==> src/rtl/llsc_monitor_pkg.sv <==
//==============================================================================
// Module      : llsc_monitor_pkg
// Description : Shared state encodings, timeout default and SC result values
//               for the LL/SC reservation monitor.
// Revision    : 1.0 - initial release
//==============================================================================
`default_nettype none

package llsc_monitor_pkg;

    localparam int         c_state_w = 2;
    localparam logic [1:0] c_st_idle     = 2'd0;
    localparam logic [1:0] c_st_linked   = 2'd1;
    localparam logic [1:0] c_st_sc_write = 2'd2;
    localparam logic [1:0] c_st_sc_done  = 2'd3;

    localparam int c_ack_timeout_def = 15;
    localparam int c_cnt_w           = 4;

    localparam logic c_sc_fail = 1'b0;
    localparam logic c_sc_ok   = 1'b1;

endpackage

`default_nettype wire

==> src/rtl/llsc_timeout_cnt.sv <==
//==============================================================================
// Module      : llsc_timeout_cnt
// Description : Ack-wait counter; flags the last permitted wait cycle.
// Revision    : 1.0 - initial release
//==============================================================================
`default_nettype none

module llsc_timeout_cnt
    import llsc_monitor_pkg::*;
#(
    parameter int TIMEOUT = c_ack_timeout_def
) (
    input  logic clk,
    input  logic rst,
    input  logic clear,
    input  logic enable,
    output logic expired
);

    localparam logic [c_cnt_w-1:0] c_limit = c_cnt_w'(TIMEOUT - 1);

    logic [c_cnt_w-1:0] r_cnt;
    logic               w_at_limit;

    assign w_at_limit = (r_cnt == c_limit);

    always_ff @(posedge clk or posedge rst) begin
        if (rst) begin
            r_cnt <= '0;
        end else if (clear) begin
            r_cnt <= '0;
        end else if (enable && !w_at_limit) begin
            r_cnt <= r_cnt + 1'b1;
        end
    end

    // The count about to reach TIMEOUT ends the wait, so the write request
    // is held for exactly TIMEOUT cycles without an ack.
    assign expired = enable && w_at_limit;

endmodule

`default_nettype wire

==> src/rtl/llsc_monitor.sv <==
//==============================================================================
// Module      : llsc_monitor
// Description : Load-linked / store-conditional reservation monitor with
//               SC write handshake, ack timeout and flush handling.
// Revision    : 1.0 - initial release
//==============================================================================
`default_nettype none

module llsc_monitor
    import llsc_monitor_pkg::*;
#(
    parameter int ADDR_W      = 32,
    parameter int ACK_TIMEOUT = c_ack_timeout_def
) (
    input  logic              clk,
    input  logic              rst,
    input  logic              flush,
    input  logic              ll_req_i,
    input  logic [ADDR_W-1:0] ll_addr_i,
    input  logic              sc_req_i,
    input  logic [ADDR_W-1:0] sc_addr_i,
    input  logic [31:0]       sc_data_i,
    input  logic              snoop_we_i,
    input  logic [ADDR_W-1:0] snoop_addr_i,
    output logic              mem_we_o,
    output logic [ADDR_W-1:0] mem_addr_o,
    output logic [31:0]       mem_data_o,
    input  logic              mem_ack_i,
    output logic              LLbit_o,
    output logic [ADDR_W-1:0] link_addr_o,
    output logic              sc_done_o,
    output logic              sc_result_o,
    output logic              stall_req_o,
    output logic              bus_err_o
);

    logic [c_state_w-1:0] r_state;
    logic [c_state_w-1:0] w_next_state;
    logic [ADDR_W-1:0]    r_link_addr;
    logic [ADDR_W-1:0]    r_mem_addr;
    logic [31:0]          r_mem_data;
    logic                 r_result;
    logic                 r_flush_pend;
    logic                 r_bus_err;

    logic w_accepting;
    logic w_sc_hit;
    logic w_snoop_hit;
    logic w_sc_pass;
    logic w_ll_take;
    logic w_expired;
    logic w_ack_timeout;

    assign w_accepting   = (r_state == c_st_idle) || (r_state == c_st_linked);
    assign w_sc_hit      = (sc_addr_i[ADDR_W-1:2] == r_link_addr[ADDR_W-1:2]);
    assign w_snoop_hit   = snoop_we_i &&
                           (snoop_addr_i[ADDR_W-1:2] == r_link_addr[ADDR_W-1:2]);
    assign w_sc_pass     = (r_state == c_st_linked) && w_sc_hit && !w_snoop_hit && !flush;
    assign w_ll_take     = w_accepting && ll_req_i && !sc_req_i && !flush;
    assign w_ack_timeout = (r_state == c_st_sc_write) && !mem_ack_i && w_expired;

    llsc_timeout_cnt #(
        .TIMEOUT (ACK_TIMEOUT)
    ) u_timeout_cnt (
        .clk     (clk),
        .rst     (rst),
        .clear   (r_state != c_st_sc_write),
        .enable  (r_state == c_st_sc_write),
        .expired (w_expired)
    );

    always_ff @(posedge clk or posedge rst) begin
        if (rst) begin
            r_state <= c_st_idle;
        end else begin
            r_state <= w_next_state;
        end
    end

    always_comb begin
        w_next_state = r_state;
        case (r_state)
            c_st_idle: begin
                if (sc_req_i)      w_next_state = c_st_sc_done;
                else if (flush)    w_next_state = c_st_idle;
                else if (ll_req_i) w_next_state = c_st_linked;
            end
            c_st_linked: begin
                if (sc_req_i)         w_next_state = w_sc_pass ? c_st_sc_write : c_st_sc_done;
                else if (flush)       w_next_state = c_st_idle;
                else if (ll_req_i)    w_next_state = c_st_linked;
                else if (w_snoop_hit) w_next_state = c_st_idle;
            end
            c_st_sc_write: begin
                if (mem_ack_i || w_expired) w_next_state = c_st_sc_done;
            end
            c_st_sc_done: begin
                w_next_state = c_st_idle;
            end
            default: begin
                w_next_state = c_st_idle;
            end
        endcase
    end

    always_ff @(posedge clk or posedge rst) begin
        if (rst) begin
            r_link_addr  <= '0;
            r_mem_addr   <= '0;
            r_mem_data   <= '0;
            r_result     <= c_sc_fail;
            r_flush_pend <= 1'b0;
            r_bus_err    <= 1'b0;
        end else begin
            if (w_ll_take) begin
                r_link_addr <= {ll_addr_i[ADDR_W-1:2], 2'b00};
            end
            if (sc_req_i && w_sc_pass) begin
                r_mem_addr <= sc_addr_i;
                r_mem_data <= sc_data_i;
            end
            // Only an acked write reaches SC_DONE with success; every other
            // entry into SC_DONE is a failure.
            r_result  <= ((r_state == c_st_sc_write) && mem_ack_i) ? c_sc_ok : c_sc_fail;
            r_bus_err <= w_ack_timeout;
            if (r_state == c_st_sc_done) begin
                r_flush_pend <= 1'b0;
            end else if ((r_state == c_st_sc_write) && flush) begin
                r_flush_pend <= 1'b1;
            end
        end
    end

    always_comb begin
        LLbit_o     = (r_state == c_st_linked);
        mem_we_o    = (r_state == c_st_sc_write);
        sc_done_o   = (r_state == c_st_sc_done) && !r_flush_pend;
        sc_result_o = sc_done_o && r_result;
        // Stall is gated by reset so every output is low while rst is held.
        stall_req_o = !rst && ((r_state == c_st_sc_write) || (w_accepting && sc_req_i));
    end

    assign mem_addr_o  = r_mem_addr;
    assign mem_data_o  = r_mem_data;
    assign link_addr_o = r_link_addr;
    assign bus_err_o   = r_bus_err;

endmodule

`default_nettype wire

==> config.mk <==
export PLATFORM = sky130hd
export DESIGN_NAME = llsc_monitor
export DESIGN_NICKNAME = d
export VERILOG_FILES = /design/src/rtl/llsc_monitor_pkg.sv /design/src/rtl/llsc_timeout_cnt.sv /design/src/rtl/llsc_monitor.sv
export SDC_FILE = /design/constraint.sdc
export NUM_CORES = 1
export LEC_CHECK = 0
export BUFFER_PORTS_ARGS = -buffer_cell sky130_fd_sc_hd__buf_4
export CORE_MARGIN = 4
export CORE_UTILIZATION = 46
export DETAILED_ROUTE_END_ITERATION = 7
export GPL_TIMING_DRIVEN = 0
export PLACE_DENSITY = 0.81
export SLEW_MARGIN = 10
export SYNTH_ARGS = -nofsm -noshare
export SYNTH_HDL_FRONTEND = slang
export SYNTH_SLANG_ARGS = --single-unit
==> constraint.sdc <==
create_clock -name clk -period 3.7 [get_ports clk]
set_input_delay 0.37 -clock clk [delete_from_list [all_inputs] [get_ports clk]]
set_output_delay 0.37 -clock clk [all_outputs]
set_load 0.01 [all_outputs]
---- After elaboration in Yosys (flattened, before gate mapping) ----
Index checks and enable logic that the tools add are counted.
operators by class
  mux-type cells .......................... 15
  $lt $le $gt $ge ......................... 0
  shift operators ......................... 0
  reductions and logical operators ........ 32
  div/mod/pow operators ................... 0
  add/subtract/negate cells ............... 1
  bitwise logic cells ..................... 0
  equality and inequality tests ........... 10
  multiply operators ...................... 0
operators by type and width
  cell                                                                      number
  30-bit == test                                                            2
  1-bit logical AND                                                         18
  2-bit 2-to-1 mux                                                          8
  4-bit 2-to-1 mux                                                          2
  2-bit case mux with 4 select lines                                        1
  1-bit zero test                                                           7
  5-bit by 4-bit inequality test with 1-bit output (second input constant)  1
  4-bit by 1-bit adder with 4-bit output (second input constant)            1
  2-bit == test (second input constant)                                     2
  4-bit == test (second input constant)                                     1
  1-bit 2-to-1 mux                                                          4
  2-bit inequality test (second input constant)                             2
  4-bit inequality test (second input constant)                             1
  2-bit nonzero test                                                        2
  1-bit logical OR                                                          3
  3-bit AND reduction                                                       1
  2-bit by 1-bit == test with 1-bit output (second input constant)          1
  2-bit zero test                                                           1
storage, ports and cells
  memory bits (read-only) ................. 0
  flip-flop bits (word level) ............. 103
  bits in latches ......................... 0
  memories ................................ 0
  logic and storage cells ................. 66
  input port bits ......................... 135
  output and inout port bits .............. 102
  RAM bits ................................ 0

---- Logic depth before layout (Yosys ltp) ----
Gate-level depths: netlist of the first run.
  depth after elaboration ................. 8
  mapped depth ............................ 7
  mapped depth without buffers ............ 5

---- By module ----
A second synthesis of the first run with hierarchy kept.
second synthesis, totals
  cell total of the unflattened synthesis .. 340
  area total of the unflattened synthesis .. 4859.7 um^2
modules (own cells, without submodules)
  module            area an instance (um^2)  cells each  times used
  llsc_monitor      4618.2                   315         1
  llsc_timeout_cnt  241.5                    25          1

---- Worst setup path before layout of the first run ----
OpenSTA, ideal clock, no wires.
  path kind ............................... input-to-output
  start ................................... input rst
  end ..................................... output stall_req_o
  arrival ................................. 2.900 ns
  buffers on the path ..................... 0
  cell stages on the path ................. 2
  setup slack ............................. 0.430 ns
  path through ............................ inv_1 -> and2_1
on the way
  cells in the longest elaborated chain, start to end .. 2
ends and longest elaborated chain
  item                       line                 source
  start, declared            llsc_monitor.sv:16   input logic rst,
  1-bit zero test (no line)  n/a
  1-bit logical AND          llsc_monitor.sv:140  stall_req_o = !rst && ((r_state == c_st_sc_write) || (w_accepting && sc_req_i));
  end, declared              llsc_monitor.sv:33   output logic stall_req_o,
No other way between the ends.

---- Worst setup path after layout of the first run ----
  start ................................... register r_link_addr[13], in the netlist link_addr_o[13]
  end ..................................... register r_mem_data[30], in the netlist mem_data_o[30]
on the way
  cells in the longest elaborated chain, start to end .. 6
  elaborated cells on any way between the ends .. 8
  those cells by class .................... eq/ne: 2; reduce/logical: 6
ends and longest elaborated chain
  item                              line                 source
  start, declared                   llsc_monitor.sv:39   logic [ADDR_W-1:0] r_link_addr;
  start signal, assigned            llsc_monitor.sv:116  r_link_addr <= {ll_addr_i[ADDR_W-1:2], 2'b00};
  30-bit == test                    llsc_monitor.sv:57   (snoop_addr_i[ADDR_W-1:2] == r_link_addr[ADDR_W-1:2]);
  1-bit logical AND                 llsc_monitor.sv:56   assign w_snoop_hit = snoop_we_i &&
  1-bit zero test                   llsc_monitor.sv:58   assign w_sc_pass = (r_state == c_st_linked) && w_sc_hit && !w_snoop_hit && !flush;
  1-bit logical AND * (2 in a row)  llsc_monitor.sv:58
  1-bit logical AND *               llsc_monitor.sv:118  if (sc_req_i && w_sc_pass) begin
  end signal, assigned              llsc_monitor.sv:120  r_mem_data <= sc_data_i;
  end, declared                     llsc_monitor.sv:41   logic [31:0] r_mem_data;
Every way passes the cells marked *; elsewhere a longest branch is shown, timed or not.
A chain may end at the register's enable or synchronous reset.

==> run metrics, run 1 <==
status=completed; Post-Syn Instances=331; Hold WC Path Type=in -> async; Clock Sink Count=around 100; Final Instance Area=approximately 6800 um^2; Leak Pwr=3.52 nW; multi-input logic area=1950 um^2; setup ws final=1.20 ns; skew final=~0.0076 ns; Worst Path Required=3.95 ns; most common cell after layout, fill and taps aside=buf_4; Arr. time, crit path=~2.8 ns; CTS Buffer Depth=2; Residual DRC=0; placed insts=between 600 and 700; routed wire length=about 13 mm; initial antenna violation count=0; synth-to-layout area growth=45.8%; Largest delay share family, worst path=simple AND/OR/NAND/NOR gates; dpl ws=about 1.2 ns; synthesized area=between 4000 and 5000 um^2; post-route insts no fill=711; gr usage total=0.228; slowest stage cell, crit path=or4_1; Post-Place Cell Area=between 6000 and 7000 um^2; num rows=36; PwrDens=around 520 nW/um^2; CTS tree=yes; Avg Cell Area, Syn=around 14 um^2; CP dominant cell by count=buf_6; Total Nets Final=approximately 710; DR vias=3556; Initial Utilization=0.473; total power=between 3 and 4 mW; CP endpoint kind=flop; Finish-stage setup viols=0; Resized cells post-CTS=0; Worst path max stage delay=just under 0.6 ns; Setup Buffers After CTS=0; layout cell share with drive strength beyond 1=0.526; DR vias/cell=between 5 and 6; Slew @ Worst Pin=0.760 ns; Die X=108 um; RSZ-0062 raised after global routing=false; routed wire length per instance=around 18 um; area of the core=just under 10000 um^2; CTS H-tree lvls=3; Tmin final=approximately 2.5 ns; TritonRoute pass-1 iters=4; IO Port Bufs=230; largest net degree at the start of global routing=63; Ports=about 240; period utilization=0.677; Sequential cell area=approximately 2600 um^2; die area=between 10000 and 15000 um^2; vias in the first global route=3874; cell breakdown of the critical path=xnor2_1 > nand4_1 > or4_1 > o211ai_2 > buf_6 > buf_6 > mux2_1; die height=between 100 and 150 um; Max-Cap Viols=0; clock root buffer=clkbuf_8; first-pass GRT wire length=20.1 mm; Clk pin slew, worst setup/hold paths=0.09 ns; Yosys reg bits=roughly 100; Max Slew Vio Count=0; Final Core Density=0.690; Synth cell types=34; Fmax=about 400 MHz; worst setup path category=reg -> reg; Worst Path Max Fanout=10; total congestion overflow=0; yosys synthesis warning count=0; final-report hold violation count=0; Fin Setup TNS=0 ns; cts hold-fix bufs=0; type of origin of the critical path=flop; DP HPWL=approximately 10 mm; later-pin clock latency in the skew report=roughly 0.36 ns; Final ANT Viol Nets=0; Placer Congestion=~0.84; antenna fix cells=0; Hold WS=between 0.002 and 0.003 ns; most frequent cells in the layout=buf_4 (232), dfrtp_1 (103), mux2_1 (49); Max IR drop VDD=between 0.3 and 0.4 mV; WP buf/inv=2; Iter 0 DRT Violations=101; register area share after synthesis=0.555; Worst slew margin=0.493; fill count=743; Num CTS Buffers=9
==> flip-flops by register name (all words and copies together) (netlist names) <==
name	cells
r_flush_pend	1
link_addr_o	30
mem_data_o	32
bus_err_o	1
r_result	1
mem_addr_o	32
u_timeout_cnt.r_cnt	4
r_state	2
==> synth_stat cells <==
cell type	instances	area, um^2
nor4b_1	1	8.76
clkbuf_1	5	18.8
o221a_2	1	11.3
nor3b_1	1	7.51
and2_1	2	12.5
nor2b_1	1	6.26
xnor2_1	47	412
mux2_2	45	507
nand4_1	12	75.1
xor2_1	15	131
a31oi_1	2	12.5
or4_1	1	7.51
a21oi_1	3	15.0
a22oi_1	1	7.51
conb_1	1	3.75
nand2b_1	1	6.26
inv_1	5	18.8
o21ai_0	1	5.00
nand2_1	1	3.75
nand3_1	3	15.0
o211ai_2	1	12.5
buf_6	6	67.6
nor2_1	5	18.8
mux2_1	49	552
and4bb_2	1	12.5
nor4_1	6	37.5
ha_1	2	25.0
buf_2	1	5.00
nor3_1	3	15.0
o21bai_1	1	7.51
dfrtp_1	103	2580
o21a_1	1	7.51
a211oi_1	1	7.51
buf_4	2	15.0
==> routing by layer <==
layer	wire, um	up-vias	global-route usage	part of all wire
met2	6590	162	0.385	0.50
li1	-	1642	-	-
met5	0	-	0	0
met3	1350	21	0.0842	0.10
met1	4870	1731	0.262	0.37
met4	265	0	0.0884	0.020
==> power by group <==
| part | switching, mW | internal (mW) |
|---|---|---|
| logic | 0.480 | 0.706 |
| registers | 0.285 | 1.32 |
| clock network | 0.372 | 0.343 |
| total | 1.14 | 2.37 |
==> cells by family (layout without fill, tap and decap cells) <==
logic type,Yosys count,in the layout,synth area share
buffers and inverters,19,265,0.0269
xor gates and xnor gates,62,62,0.117
AOI/OAI and AO/OA,12,12,0.0186
other,1,2,0.000807
muxes,94,94,0.228
DFF,103,103,0.555
adders and majority gates,2,2,0.00539
and+or+nand+nor,38,38,0.0487
==> area by class of cell <==
cell class	instances	share of cell area
Sequential cell	103	0.381
Clock inverter	4	0.00665
Timing Repair Buffer	231	0.259
Buffer	14	0.0157
Multi-Input combinational cell	210	0.288
Tap cell	133	0.0246
Inverter	5	0.00351
Clock buffer	11	0.0224
==> path summary, 6_finish.rpt <==
| check | start | to | slack, ns | cells after the start |
|---|---|---|---|---|
| worst min-delay path | rst | mem_data_o[5] | 0.003 | 2 |
| worst min register to register | mem_addr_o[22] | mem_addr_o[22] | 0.50 | 1 |
| worst max register to register | link_addr_o[13] | mem_data_o[30] | 1.20 | 7 |
| worst max-delay path | link_addr_o[13] | mem_data_o[30] | 1.20 | 7 |
| min in group clk | mem_ack_i | bus_err_o | 0.18 | 2 |
| max in group asynchronous | rst | link_addr_o[22] | 3.08 | 3 |
Power figures use the tool's default switching activity.
==> inputs of run 2 (changes only) <==
CORE_UTILIZATION = 41   (was 46)
PLACE_DENSITY = 0.76   (was 0.81)
clock period = 2.2 ns   (was 3.7 ns; I/O delays follow)
==> run metrics, run 2 (synthesis results as in run 1) <==
status=complete, but fails checks; failing checks=setup timing; TritonRoute pass-1 iters=4; type of origin of the critical path=flop; synth-to-layout area growth=57.0%; antenna fix cells=0; Fmax=~430 MHz; Final ANT Viol Nets=0; hold path start=mem_ack_i; DP HPWL=between 10 and 15 mm; post-route insts no fill=roughly 740; Max Slew Vio Count=0; slowest stage cell, crit path=or4_4; cell breakdown of the critical path=xnor2_2 > nand4_1 > or4_4 > o211ai_4 > buf_12 > clkbuf_16 > mux2_1; die height=114 um; Iter 0 DRT Violations=96; CTS tree=yes; Worst Path Required=around 2.4 ns; Max IR drop VDD=0.626 mV; first-pass GRT wire length=around 21 mm; Final Instance Area=7300 um^2; total congestion overflow=0; Clock Sink Count=between 100 and 150; CTS Buffer Depth=2; Residual DRC=0; Initial Utilization=0.423; most frequent cells in the layout=buf_4 (246), dfrtp_1 (98), mux2_2 (45); Final Core Density=0.664; area of the core=roughly 11000 um^2; worst setup path category=reg -> reg; Max-Cap Viols=0; RSZ-0062 raised after global routing=true; setup ws final=-0.117 ns; Die X=114 um; routed wire length=14.0 mm; routed wire length per instance=approximately 19 um; Worst path max stage delay=approximately 0.59 ns; initial antenna violation count=0; Placer Congestion=just over 0.8; period utilization=1.05; DR vias=roughly 3600; Tmin final=2.32 ns; Total Nets Final=about 730; Finish-stage setup viols=just over 60; num rows=38; Ports=roughly 240; die area=~13000 um^2; clock root buffer=clkbuf_16; Num CTS Buffers=9; CTS H-tree lvls=3; vias in the first global route=roughly 4000; dpl ws=-0.380 ns; CP endpoint kind=flop; gr usage total=0.212; total power=6.45 mW; largest net degree at the start of global routing=35; layout cell share with drive strength beyond 1=0.614; launch point of the worst path=link_addr_o[5]; placed insts=around 700; later-pin clock latency in the skew report=~0.34 ns; Clk pin slew, worst setup/hold paths=around 0.070 ns; Slew @ Worst Pin=0.665 ns; Worst slew margin=0.555; DR vias/cell=just under 5; final-report hold violation count=0; skew final=between 0.009 and 0.01 ns; Arr. time, crit path=between 2 and 3 ns; Hold WC Path Type=in -> reg; Worst Path Max Fanout=9; PwrDens=between 800 and 900 nW/um^2; Post-Place Cell Area=6620 um^2; most common cell after layout, fill and taps aside=buf_4; Leak Pwr=3.79 nW; Worst R2R Start=link_addr_o[5]; IO Port Bufs=between 200 and 250
==> run 2: changes by cell type in the layout (fill, tap and decap cells not counted), sizes merged <==
| cell | previous run | this run |
|---|---|---|
| buf | 240 | 257 |
| clkbuf | 16 | 17 |
| clkinv | 3 | 2 |
| clkinvlp | 0 | 2 |
| dlygate4sd3 | 0 | 2 |
| inv | 5 | 4 |
==> run 2: power by group <==
group          switching [mW]  total [mW]  internal, mW
clock network           0.676        1.55         0.874
registers               0.456        2.68          2.23
logic                   0.908        2.22          1.31
total                    2.04        6.45          4.41
==> run 2: worst max-delay path, delay by kind of cell (launching register included) <==
family / cells / cell delay, ns
AND/OR/NAND/NOR: 2 / 0.72
flip-flops: 1 / 0.44
buffers and inverters: 2 / 0.34
multiplexers: 1 / 0.32
AO/OA/AOI/OAI: 1 / 0.22
XOR/XNOR: 1 / 0.15
==> run 2: final timing paths <==
path	cells past startpoint	slack, ns	end
max in group asynchronous	4	0.64	mem_addr_o[25]
min in group asynchronous	4	0.48	u_timeout_cnt.r_cnt[3]
setup reg to reg	7	-0.12	mem_data_o[25]
setup / recovery	7	-0.12	mem_data_o[25]
hold / removal	2	0.06	bus_err_o
hold reg to reg	1	0.49	mem_data_o[3]
==> run 2: timing repair <==
item | in CTS | in global routing
pin swaps | 5 | 2
gates resized for setup | 48 | 15
endpoints found under the setup margin | 95 | 85
hold buffers | 2 | 0
gates cloned | 1 | 1
setup buffers | 12 | 2
hold endpoints to repair | 14 | 0
==> run 2: cell type report <==
| cell class | count | area (um^2) |
|---|---|---|
| clock buffers | 11 | 233 |
| plain buffers | 14 | 164 |
| repair buffers | 251 | 1950 |
| multi-input cells | 210 | 2120 |
| inverters | 5 | 22.5 |
| clock inverters | 4 | 47.5 |
| flip-flops and latches | 103 | 2580 |
| fillers | 854 | 3690 |
| well taps | 140 | 175 |
==> run 2: routing by layer <==
metal | vias up | wire, um | GRT usage
li1 | 1684 | - | -
met1 | 1748 | 5230 | 0.244
met2 | 164 | 7030 | 0.363
met3 | 21 | 1390 | 0.0724
met4 | 0 | 324 | 0.0792
met5 | - | 0 | 0
==> run 2: through the flow <==
stage          TNS, ns  hold slack, ns
4_1_cts          -5.41          0.0581
6_report         -5.91          0.0620
3_3_place_gp    -22.35           0.409
3_5_place_dp    -23.40           0.235
2_1_floorplan   -0.147           0.293
5_1_grt          -9.80          0.0690
==> inputs of run 3 (changes only) <==
CORE_UTILIZATION = 46   (was 41)
PLACE_DENSITY = 0.83   (was 0.76)
clock period = 2.25 ns   (was 2.2 ns; I/O delays follow)
==> run metrics, run 3 (synthesis results as in run 1) <==
status=complete, but fails checks; failing checks=setup timing; Die X=between 100 and 150 um; total power=around 6.0 mW; Residual DRC=0; period utilization=1.05; Max-Cap Viols=0; DR vias/cell=~5; RSZ-0062 raised after global routing=true; worst setup path category=reg -> reg; DP HPWL=between 10 and 15 mm; Worst Setup EP=mem_addr_o[23]; area of the core=roughly 10000 um^2; Max IR drop VDD=about 0.63 mV; Switching Share=0.328; launch point of the worst path=link_addr_o[25]; Sequential cell area=2580 um^2; CTS H-tree lvls=3; P_sw=around 2.0 mW; Arr. time, crit path=~2.6 ns; num rows=36; IO Port Bufs=230; skew final=~0.010 ns; final-report hold violation count=0; sequential power share=0.426; Worst R2R Start=link_addr_o[25]; Reg2Reg Setup Slack=-0.12 ns; internal power=4.05 mW; fill count=between 600 and 700; dpl ws=-0.254 ns; clock root buffer=clkbuf_8; routed wire length=14.3 mm; RR Endpoint=mem_addr_o[23]; initial antenna violation count=0; largest net degree at the start of global routing=40; Iter 0 DRT Violations=around 130; Num CTS Buffers=9; CTS Buffer Depth=2; Clk network pwr share=0.184; Max Slew Vio Count=0; top routing layer in use=met4; CP endpoint kind=flop; Placer Congestion=0.795; total congestion overflow=0; Finish-stage setup viols=62; CTS tree=yes; most frequent cells in the layout=buf_4 (256), dfrtp_1 (98), mux2_2 (45); DR vias=3694; first-pass GRT wire length=between 20 and 25 mm; setup ws final=-0.121 ns; R2R cell count=8; met3 wire length=around 1.4 mm; layout cell share with drive strength beyond 1=0.639; antenna fix cells=0; Total Nets Final=744; later-pin clock latency in the skew report=around 0.37 ns; Clk pin slew, worst setup/hold paths=0.09 ns; gr usage total=0.243; met2 wire length=between 7 and 8 mm; Clock Sink Count=a little over 100; die height=108 um; Worst Path Max Fanout=10; Leak Pwr=between 3 and 4 nW; Final Instance Area=around 7400 um^2; Worst slew margin=0.645; PwrDens=slightly above 800 nW/um^2; Final ANT Viol Nets=0; most common cell after layout, fill and taps aside=buf_4; Slew @ Worst Pin=around 0.53 ns; Post-Place Cell Area=approximately 6600 um^2; type of origin of the critical path=flop; Fin Setup TNS=-5.04 ns; routed wire length per instance=roughly 19 um; WL met1=approximately 5.3 mm; Hold WC Path Type=in -> reg; Tmin final=around 2.4 ns; Final Core Density=0.750; combinational power share=0.391; vias in the first global route=between 4000 and 5000; synth-to-layout area growth=58.4%; multi-input logic area=between 2000 and 2500 um^2; Initial Utilization=0.473; die area=11800 um^2; Worst Path Required=around 2.5 ns; Ports=~240; TritonRoute pass-1 iters=4; Fmax=~420 MHz
[run 3: per-stage QoR]
stage / std cells / hold WS, ns
after floorplan: 332 / 0.298
after global placement: 695 / 0.407
after detailed placement: 697 / 0.356
after CTS: 738 / 0.0196
after global routing: 742 / 0.00402
final: 742 / 0.0320
[run 3: worst max-delay path, cell delays in order (launching register included)]
cell	delay, ns
dfrtp_2	0.44
xnor2_2	0.17
nand4_1	0.11
or4_4	0.59
o211ai_4	0.19
buf_6	0.17
buf_4	0.13
buf_12	0.13
mux2_1	0.33
[run 3: power by group through the flow]
stage | Sequential (mW) | Clock, mW | Combinational (mW)
floorplan | 2.69 | 0 | 0.949
global placement | 2.65 | 0 | 1.92
detailed placement | 2.67 | 0 | 1.97
CTS | 2.57 | 1.12 | 2.30
global route | 2.62 | 1.21 | 2.55
finish | 2.57 | 1.11 | 2.36
[run 3: timing repair]
| action | CTS | global route |
|---|---|---|
| endpoints found under the hold margin | 27 | 0 |
| gates cloned | 2 | 1 |
| setup buffers | 24 | 3 |
| hold buffers | 2 | 0 |
| endpoints found under the setup margin | 80 | 74 |
| pin swaps | 9 | 6 |
| gates resized for setup | 49 | 23 |
[run 3: worst min path at each step]
| stage | from | endpoint | slack [ns] | cells past startpoint |
|---|---|---|---|---|
| 3_5_place_dp | rst | mem_data_o[27] | 0.36 | 2 |
| 5_1_grt | mem_ack_i | bus_err_o | 0.004 | 2 |
| 4_1_cts | mem_ack_i | bus_err_o | 0.02 | 2 |
| 3_3_place_gp | mem_ack_i | bus_err_o | 0.41 | 2 |
| 6_report | mem_ack_i | bus_err_o | 0.03 | 2 |
| 2_1_floorplan | mem_ack_i | bus_err_o | 0.30 | 1 |
[run 3: final cells by class]
type                    count  share of cell area
inverters                   5             0.00306
flip-flops and latches    103               0.351
repair buffers            264               0.285
multi-input cells         210               0.297
well taps                 133              0.0226
clock inverters             2             0.00476
clock buffers              11              0.0178
plain buffers              14              0.0189
[run 3: layer usage]
metal | vias to the layer above | GRT usage
met5 | - | 0
met4 | 0 | 0.0667
met3 | 21 | 0.101
met2 | 168 | 0.423
met1 | 1797 | 0.273
li1 | 1708 | -
